### src/rtl/tlb_unit.sv
`default_nettype none
// ==== tlb_unit: joint TLB, CP0 TLB-op responder and i/d translation; TLB_IPORT_EN maps fetch. ====
// ==== Rev 1.0 ====
module tlb_unit #(
    parameter int TLB_ENTRIES = 16,
    parameter int IDX_W       = 4
) (
    input  logic             clk,
    input  logic             resetn,
    input  logic             req_valid,
    output logic             req_ready,
    input  logic [1:0]       req_op,
    input  logic [31:0]      cp0_index,
    input  logic [31:0]      cp0_ehi,
    input  logic [31:0]      cp0_elo0,
    input  logic [31:0]      cp0_elo1,
    input  logic [IDX_W-1:0] wired,
    input  logic             wired_we,
    output logic             resp_valid,
    output logic [31:0]      resp_index,
    output logic [31:0]      resp_ehi,
    output logic [31:0]      resp_elo0,
    output logic [31:0]      resp_elo1,
    output logic [IDX_W-1:0] random,
    input  logic [31:0]      i_vaddr,
    output logic [31:0]      i_paddr,
    output logic [2:0]       i_exc,
    input  logic [31:0]      d_vaddr,
    input  logic             d_write,
    output logic [31:0]      d_paddr,
    output logic [2:0]       d_exc
);
    localparam logic [1:0] OP_TLBP = 2'd0;
    localparam logic [1:0] OP_TLBR = 2'd1;
    localparam logic [IDX_W-1:0] TOP_IDX = IDX_W'(TLB_ENTRIES - 1);

    typedef enum logic [1:0] {IDLE = 2'd0, LOOKUP = 2'd1, RESP = 2'd2} state_t;
    state_t state, state_nxt;

    logic [18:0] e_vpn2 [TLB_ENTRIES];
    logic [7:0]  e_asid [TLB_ENTRIES];
    logic        e_g    [TLB_ENTRIES];
    logic [19:0] e_pfn  [TLB_ENTRIES][2];
    logic [2:0]  e_c    [TLB_ENTRIES][2];
    logic        e_d    [TLB_ENTRIES][2];
    logic        e_v    [TLB_ENTRIES][2];

    logic             accept;
    logic             wr_en;
    logic [IDX_W-1:0] wr_idx;
    logic [IDX_W-1:0] rd_idx;
    logic [IDX_W:0]   probe;

    // Returns {hit, index}; scanning downward leaves the lowest matching index.
    function automatic logic [IDX_W:0] find(input logic [18:0] vpn, input logic [7:0] asid);
        logic [IDX_W:0] res;
        res = '0;
        for (int k = TLB_ENTRIES - 1; k >= 0; k--)
            if (e_vpn2[k] == vpn && (e_g[k] || e_asid[k] == asid))
                res = {1'b1, k[IDX_W-1:0]};
        return res;
    endfunction

    // Returns {exc[2:0], paddr[31:0]} for one access against current contents.
    function automatic logic [34:0] xlate(input logic [31:0] va, input logic wr);
        logic [IDX_W:0]   f;
        logic [IDX_W-1:0] ix;
        logic             odd;
        logic [34:0]      res;
        f   = find(va[31:13], cp0_ehi[7:0]);
        ix  = f[IDX_W-1:0];
        odd = va[12];
        if (va[31:30] == 2'b10)        res = {3'b000, 3'b000, va[28:0]};
        else if (!f[IDX_W])            res = {3'b100, 32'h0};
        else if (!e_v[ix][odd])        res = {3'b010, 32'h0};
        else if (wr && !e_d[ix][odd])  res = {3'b001, 32'h0};
        else                           res = {3'b000, e_pfn[ix][odd], va[11:0]};
        return res;
    endfunction

    assign req_ready  = (state == IDLE);
    assign resp_valid = (state == RESP);
    assign accept     = req_valid && req_ready;
    assign wr_en      = accept && req_op[1];
    assign wr_idx     = req_op[0] ? random : cp0_index[IDX_W-1:0];
    assign rd_idx     = cp0_index[IDX_W-1:0];
    assign probe      = find(cp0_ehi[31:13], cp0_ehi[7:0]);

    always_ff @(posedge clk or negedge resetn) begin
        if (!resetn) state <= IDLE;
        else         state <= state_nxt;
    end

    always_comb begin
        state_nxt = state;
        case (state)
            IDLE:    if (req_valid) state_nxt = (req_op == OP_TLBP) ? LOOKUP : RESP;
            LOOKUP:  state_nxt = RESP;
            RESP:    state_nxt = IDLE;
            default: state_nxt = IDLE;
        endcase
    end

    always_ff @(posedge clk or negedge resetn) begin
        if (!resetn) begin
            for (int k = 0; k < TLB_ENTRIES; k++) begin
                e_vpn2[k] <= '0;
                e_asid[k] <= '0;
                e_g[k]    <= 1'b0;
                for (int p = 0; p < 2; p++) begin
                    e_pfn[k][p] <= '0;
                    e_c[k][p]   <= '0;
                    e_d[k][p]   <= 1'b0;
                    e_v[k][p]   <= 1'b0;
                end
            end
        end else if (wr_en) begin
            e_vpn2[wr_idx]   <= cp0_ehi[31:13];
            e_asid[wr_idx]   <= cp0_ehi[7:0];
            e_g[wr_idx]      <= cp0_elo0[0] & cp0_elo1[0];
            e_pfn[wr_idx][0] <= cp0_elo0[25:6];
            e_c[wr_idx][0]   <= cp0_elo0[5:3];
            e_d[wr_idx][0]   <= cp0_elo0[2];
            e_v[wr_idx][0]   <= cp0_elo0[1];
            e_pfn[wr_idx][1] <= cp0_elo1[25:6];
            e_c[wr_idx][1]   <= cp0_elo1[5:3];
            e_d[wr_idx][1]   <= cp0_elo1[2];
            e_v[wr_idx][1]   <= cp0_elo1[1];
        end
    end

    // Reaching wired (or zero, which is always <= wired) wraps back to the top entry.
    always_ff @(posedge clk or negedge resetn) begin
        if (!resetn)                         random <= TOP_IDX;
        else if (wired_we || random <= wired) random <= TOP_IDX;
        else                                 random <= random - IDX_W'(1);
    end

    always_ff @(posedge clk or negedge resetn) begin
        if (!resetn) begin
            resp_index <= '0;
            resp_ehi   <= '0;
            resp_elo0  <= '0;
            resp_elo1  <= '0;
        end else begin
            if (state == LOOKUP)
                resp_index <= probe[IDX_W] ? {{(32-IDX_W){1'b0}}, probe[IDX_W-1:0]} : 32'h8000_0000;
            if (accept && req_op == OP_TLBR) begin
                resp_ehi  <= {e_vpn2[rd_idx], 5'b0, e_asid[rd_idx]};
                resp_elo0 <= {6'b0, e_pfn[rd_idx][0], e_c[rd_idx][0], e_d[rd_idx][0], e_v[rd_idx][0], e_g[rd_idx]};
                resp_elo1 <= {6'b0, e_pfn[rd_idx][1], e_c[rd_idx][1], e_d[rd_idx][1], e_v[rd_idx][1], e_g[rd_idx]};
            end
        end
    end

    always_ff @(posedge clk or negedge resetn) begin
        if (!resetn) begin
            d_paddr <= '0;
            d_exc   <= '0;
        end else begin
            {d_exc, d_paddr} <= xlate(d_vaddr, d_write);
        end
    end

`ifdef TLB_IPORT_EN
    always_ff @(posedge clk or negedge resetn) begin
        if (!resetn) begin
            i_paddr <= '0;
            i_exc   <= '0;
        end else begin
            {i_exc, i_paddr} <= xlate(i_vaddr, 1'b0);
        end
    end
`else
    always_ff @(posedge clk or negedge resetn) begin
        if (!resetn) begin
            i_paddr <= '0;
            i_exc   <= '0;
        end else begin
            i_paddr <= {3'b000, i_vaddr[28:0]};
            i_exc   <= 3'b000;
        end
    end

    logic unused_ivaddr;
    assign unused_ivaddr = &{1'b0, i_vaddr[31:29]};
`endif

    logic unused_bits;
    assign unused_bits = &{1'b0, cp0_index[31:IDX_W], cp0_ehi[12:8], cp0_elo0[31:26], cp0_elo1[31:26]};

endmodule
`default_nettype wire

### config.mk
export PLATFORM = sky130hd
export DESIGN_NAME = tlb_unit
export DESIGN_NICKNAME = d
export VERILOG_FILES = /design/src/rtl/tlb_unit.sv
export SDC_FILE = /design/constraint.sdc
export NUM_CORES = 2
export LEC_CHECK = 0
export ABC_AREA = 1
export ABC_CLOCK_PERIOD_IN_PS = 3700
export CORE_MARGIN = 2
export CORE_UTILIZATION = 35
export DETAILED_ROUTE_END_ITERATION = 6
export HOLD_SLACK_MARGIN = 0.05
export PLACE_DENSITY = 0.58
export SKIP_CTS_REPAIR_TIMING = 1
export SLEW_MARGIN = 20
export SYNTH_ARGS = -nofsm -noshare
export SYNTH_HDL_FRONTEND = slang
export SYNTH_SLANG_ARGS = --single-unit
### constraint.sdc
create_clock -name clk -period 3.7 [get_ports clk]
set_clock_uncertainty 0.1 [all_clocks]
set_input_delay 0.37 -clock clk [delete_from_list [all_inputs] [get_ports clk]]
set_output_delay 0.37 -clock clk [all_outputs]
set_load 0.02 [all_outputs]
======== Word-level counts from Yosys, hierarchy flattened ========
Index checks and enable logic that the tools add are counted.
word-level totals
  register bits ........................... 1429
  word-level logic and storage cells ...... 417
cells by class
  add/subtract/negate cells ............... 1
  order comparisons ....................... 6
  equal/unequal tests ..................... 53
  muxes and demuxes ....................... 110
  bitwise operators ....................... 5
  reduce and logical (&&, ||, !) cells .... 57
operators with widths
  operator           number
  $bwmux 640         2
  $eq 19x19->1       32
  $bmux 40 s4        2
  $demux 40 s4       2
  $bwmux 304         1
  $mux 40            5
  $bwmux 96          2
  $mux 5             32
  $bwmux 128         1
  $bwmux 32          4
  $eq 8x8->1         16
  $mux 20            4
  $bmux 19 s4        1
  $demux 19 s4       1
  $mux 35            2
  $mux 19            3
  $demux 6 s4        2
  $logic_and 1x1->1  37
  $mux 34            1
  $mux 33            1
  $bmux 2 s4         4
  $bmux 8 s4         1
  $demux 8 s4        1
  $mux 32            1
  other kinds (26)   74

======== Longest topological paths before layout ========
  depth after elaboration ................. 32
  mapped depth ............................ 37
  gate-level depth less buffers ........... 33

======== Least setup slack after synthesis ========
OpenSTA, ideal clock, no wires.
  kind .................................... input port to flip-flop
  from .................................... input port d_vaddr[29]
  to ...................................... register d_paddr[10]
  data arrival time ....................... 3.003 ns
  path slack .............................. 0.459 ns
  cell stages on the path ................. 29
  buffers on the path ..................... 5
  cell sequence ........................... buf_2 > buf_2 > xnor2_1 > nand3_1 > nor3_1 > nand2_1 > nand2_1 > nand2_1 > nand2_1 > nand2_1 > nand2_1 > nand2_1 > nand2_1 > nand2_1 > nand2_1 > nand2_2 > nand2_4 > nand2_2 > buf_6 > buf_6 > o211ai_2 > nand3_1 > nand3_1 > nand2_1 > nand2_1 > nand3_4 > nand2_4 > buf_6 > a21oi_2
on the way
  word-level cells in the longest chain between the ends .. 31
ends and longest elaborated chain
  item                                        line    text
  start, declared                             28      input logic [31:0] d_vaddr,
  $eq 19x19->1                                59      if (e_vpn2[k] == vpn && (e_g[k] || e_asid[k] == asid))
  $logic_and 1x1->1                           59
  $mux 5 (15 in series)                       59
  $mux 5 *                                    59
  $not 4->5 (implied by the code)             75, 76
  $bmux 2 s4                                  76      else if (wr && !e_d[ix][odd]) res = {3'b001, 32'h0};
  $mux 2 (implied by the code) (2 in series)  76
  $mux 1 (implied by the code) (3 in series)  76
  $logic_not 1->1                             76
  $logic_and 1x1->1                           76
  $mux 33                                     76
  $mux 34                                     75      else if (!e_v[ix][odd]) res = {3'b010, 32'h0};
  $mux 35 *                                   74      else if (!f[IDX_W]) res = {3'b100, 32'h0};
  $mux 35 *                                   73      if (va[31:30] == 2'b10) res = {3'b000, 3'b000, va[28:0]};
  end signal, assigned                        161     {d_exc, d_paddr} <= xlate(d_vaddr, d_write);
  end, declared                               30      output logic [31:0] d_paddr,
Every way passes the cells marked *; elsewhere a longest branch is shown, timed or not. The select of a mux whose other input is x is not followed.
A chain may end at the register's enable or synchronous reset.

======== Worst setup path in the final report ========
  from .................................... input port d_vaddr[21]
  to ...................................... register d_paddr[30]
on the way
  word-level cells in the longest chain between the ends .. 31
ends and longest elaborated chain
  item                                        line
  $eq 19x19->1                                59
  $logic_and 1x1->1                           59
  $mux 5 (15 in series)                       59
  $mux 5 *                                    59
  $not 4->5 (implied by the code)             75, 76, 77
  $bmux 2 s4                                  76
  $mux 2 (implied by the code) (2 in series)  76
  $mux 1 (implied by the code) (3 in series)  76
  $logic_not 1->1                             76
  $logic_and 1x1->1                           76
  $mux 33                                     76
  $mux 34                                     75
  $mux 35 *                                   74
  $mux 35 *                                   73
Marked as above.

==> impl_metrics.yaml <==
clock_network:
  path_clk_slew_ns: 0.06
  clk_latency_ns: 0.85
  cts_buffers: 168
  h-tree-depth: 4
  cts_tree: "done"
  root_buffer: "clkbuf_16"
  cts_buffer_depth: 3
  cts.sinks: 1401
sta:
  drv_slew: 0
  max_slew_margin: 0.219
  tightest_slew_ns: 1.17
  fin_crit_sh: 1.05
  hold_violations: 0
  fin_crit_ns: 3.88
  max_freq_mhz: 258
  setup_viol_count_final: 32
  rsz0062_at_grt: "true"
  fin_setup_tns_ns: -3.53
  worst_slack_ns: -0.181
critical_path:
  end_kind: "flop"
  startpoint_type: "input port"
  rr_startpoint: "e_vpn2[21]"
  cp.arrival_ns: 4.54
  cp_max_fo: 17
  critical_path_class: "in2reg"
  startpoint: "d_vaddr[21]"
  required_ns: 4.36
grt:
  grt_max_degree: 157
  grt_pass1_wl_um: 476000
  antenna_found_initial: 12
  grt_pass1_vias: 72618
  track_usage: 0.280
  overflow: 0
synth:
  synthSimpleGateAreaFrac: 0.228
  syn_avg_cell_area_sq_um: 7.69
  syn_inst: 9991
  ys_async_sr_fraction: 1.00
  yosysUniqueCellTypes: 59
  synthAdderAreaFrac: 0.000815
  synth_xor_xnor_area_share: 0.0635
  synth_flop_cell: "dfrtp_1"
  synth_edf_count: 0
  syn_area_sq_mm: 0.0768
  synth_top_family_by_area: "simple AND/OR/NAND/NOR gates"
  ys_ff_latch: 1401
  synth_compound_area_frac: 0.182
  ys_seq_area_frac: 0.457
  synth_mux_area_frac: 0
  ys_warn_count: 0
final_layout:
  drive_gt1_frac: 0.140
  nets: 10794
  area_delta_synth_final_pct: 25.5
  multi_input_area_sq_mm: 0.0377
  seq_area_sq_mm: 0.0351
  fill_cells: 21447
power:
  finalPower_mw: 48.2
  vdd_drop_max_v: 0.000568
  power_density_mw_per_mm2: 500
  leakage_nw: 42.9
place:
  gp_congestion: 0.960
  dpl.hpwl_um: 203000
  io_buffers: 308
floorplanning:
  die_w_um: 472
  start_util: 0.353
  num_io_pins: 407
  die-area_sq_mm: 0.223
  dieHeight_um: 472
  core_sq_mm: 0.218
  fp-row-count: 171
routing:
  routed_wl_um: 327000
  drc_errors: 0
  drtAntennaViolNets: 0
  first_iter_violations: 9532
  vias: 77218
  wire_per_inst_um: 24.1
  drtPass1Iterations: 7
  via_per_inst: 5.69
hold_path:
  hp-class: "in2reg"
  min_from: "req_valid"
flow_run:
  maxCapViolations: 0
run_status:
  violations: "negative setup slack"
  status: "finished with violations"
cells by family after synthesis:
logic type	count (synthesis)
AOI/OAI and AO/OA	2557
xor gates and xnor gates	557
adders and majority gates	5
buffers and inverters	1238
DFF	1401
other	1
and+or+nand+nor	4232
cell type report:
class,instances,share of cell area
multi-input combinational,7403,0.391
sequential,1401,0.364
timing repair buffer,1306,0.138
clock buffer,246,0.0505
tap,2854,0.0371
inverter,306,0.0125
clock inverter,57,0.00684
antenna,2,0.0000519
worst max-delay path, cell delays in order:
cell	delay, ns
clkdlybuf4s50_1	0.59
buf_4	0.29
buf_4	0.20
xor2_1	0.09
nor4_2	0.43
buf_4	0.19
nand4_1	0.25
buf_4	0.25
nand2_1	0.09
o21bai_1	0.13
buf_4	0.16
nand2_8	0.07
buf_12	0.17
nand3_1	0.09
nand3_1	0.11
nand3_2	0.11
nand2_2	0.05
nand2_2	0.09
nand2_4	0.09
nor2_8	0.20
nand2_4	0.07
buf_12	0.15
buf_12	0.14
a21oi_2	0.09
synth_stat cells (3+ instances only):
| cell type | n | share of area |
|---|---|---|
| buf_4 | 103 | 0.010 |
| clkbuf_1 | 685 | 0.033 |
| xnor2_1 | 269 | 0.031 |
| o31ai_1 | 3 | 0.00029 |
| o221ai_1 | 183 | 0.021 |
| a2111oi_0 | 4 | 0.00046 |
| inv_1 | 284 | 0.014 |
| dfrtp_1 | 1397 | 0.46 |
| a31oi_1 | 100 | 0.0081 |
| o21ai_0 | 1962 | 0.13 |
| nor4_1 | 46 | 0.0037 |
| a221oi_1 | 4 | 0.00046 |
| a21oi_1 | 142 | 0.0093 |
| inv_2 | 17 | 0.00083 |
| nand2_2 | 5 | 0.00041 |
| a21oi_2 | 10 | 0.0011 |
| or2_2 | 37 | 0.0030 |
| ha_1 | 5 | 0.00081 |
| o22ai_1 | 61 | 0.0050 |
| nor2_1 | 765 | 0.037 |
| dfstp_2 | 4 | 0.0014 |
| buf_1 | 49 | 0.0024 |
| buf_6 | 13 | 0.0019 |
| o211ai_1 | 69 | 0.0067 |
| nor3b_1 | 3 | 0.00029 |
| clkinv_1 | 4 | 0.00020 |
| o21bai_1 | 5 | 0.00049 |
| nand2_1 | 2385 | 0.12 |
| buf_2 | 81 | 0.0053 |
| nand3_1 | 815 | 0.053 |
| nand4_1 | 71 | 0.0058 |
| nor3_1 | 75 | 0.0049 |
| or2_1 | 7 | 0.00057 |
| xor2_1 | 288 | 0.033 |
| nand3b_1 | 9 | 0.00088 |
routing by layer:
layer / vias up / track usage / part of all wire
met5: - / 0 / 0.00026
met4: 12 / 0.140 / 0.053
met3: 780 / 0.0530 / 0.095
met2: 4197 / 0.431 / 0.44
met1: 37619 / 0.375 / 0.41
li1: 34610 / - / -
metrics by stage:
stage	cell area [sq um]	setup slack, ns	cells	hold WS, ns	utilization
after floorplan	77000	0.459	10040	-0.0256	-
after global placement	88200	-1.34	13164	0.126	0.406
after detailed placement	88200	-1.29	13164	0.126	0.406
after CTS	93800	-0.597	13467	-0.760	0.431
after global routing	96400	-0.355	13573	0.0676	0.443
final	96400	-0.181	13575	0.0420	0.443
cells in the final DEF, fill, tap and decap left out, types with 12 or more instances in the layout:
cell	Yosys	final
a21oi_1	142	142
a31oi_1	100	99
buf_12	0	145
buf_16	0	12
buf_4	103	747
buf_6	13	23
clkbuf_1	685	42
clkbuf_16	0	193
clkbuf_8	0	35
clkdlybuf4s50_1	0	297
clkinv_2	0	30
conb_1	1	50
dfrtp_1	1397	1395
dlygate4sd3_1	0	44
inv_1	284	276
inv_2	17	20
nand2_1	2385	2321
nand2_2	5	41
nand2_4	2	27
nand3_1	815	743
nand3_2	0	69
nand4_1	71	71
nor2_1	765	748
nor2_2	1	13
nor3_1	75	66
nor4_1	46	44
o211ai_1	69	69
o21ai_0	1962	1956
o221ai_1	183	183
o22ai_1	61	61
or2_2	37	37
xnor2_1	269	263
xor2_1	288	288
where the power goes:
group | total (mW) | internal (mW) | switching (mW)
Sequential | 20.2 | 17.9 | 2.24
Clock | 16.9 | 9.71 | 7.16
Combinational | 11.1 | 4.89 | 6.23
Total | 48.2 | 32.5 | 15.6
state kept, by name, summed over array words and instances, names as in the netlist, 29 cells and up:
signal	flops
e_asid	128
e_v	32
e_d	32
i_paddr	29
d_paddr	32
e_c	96
e_vpn2	304
e_pfn	640
path summary, 6_finish.rpt:
check	to	slack (ns)	cells past startpoint
min	state[1]	0.04	3
max	d_paddr[30]	-0.18	24
max reg2reg	d_paddr[30]	-0.16	34
min reg2reg	e_pfn[295]	0.38	2
max in group asynchronous	e_vpn2[174]	2.05	3
min in group asynchronous	e_vpn2[135]	0.21	3
No activity file was read; power rests on OpenSTA's default activity.
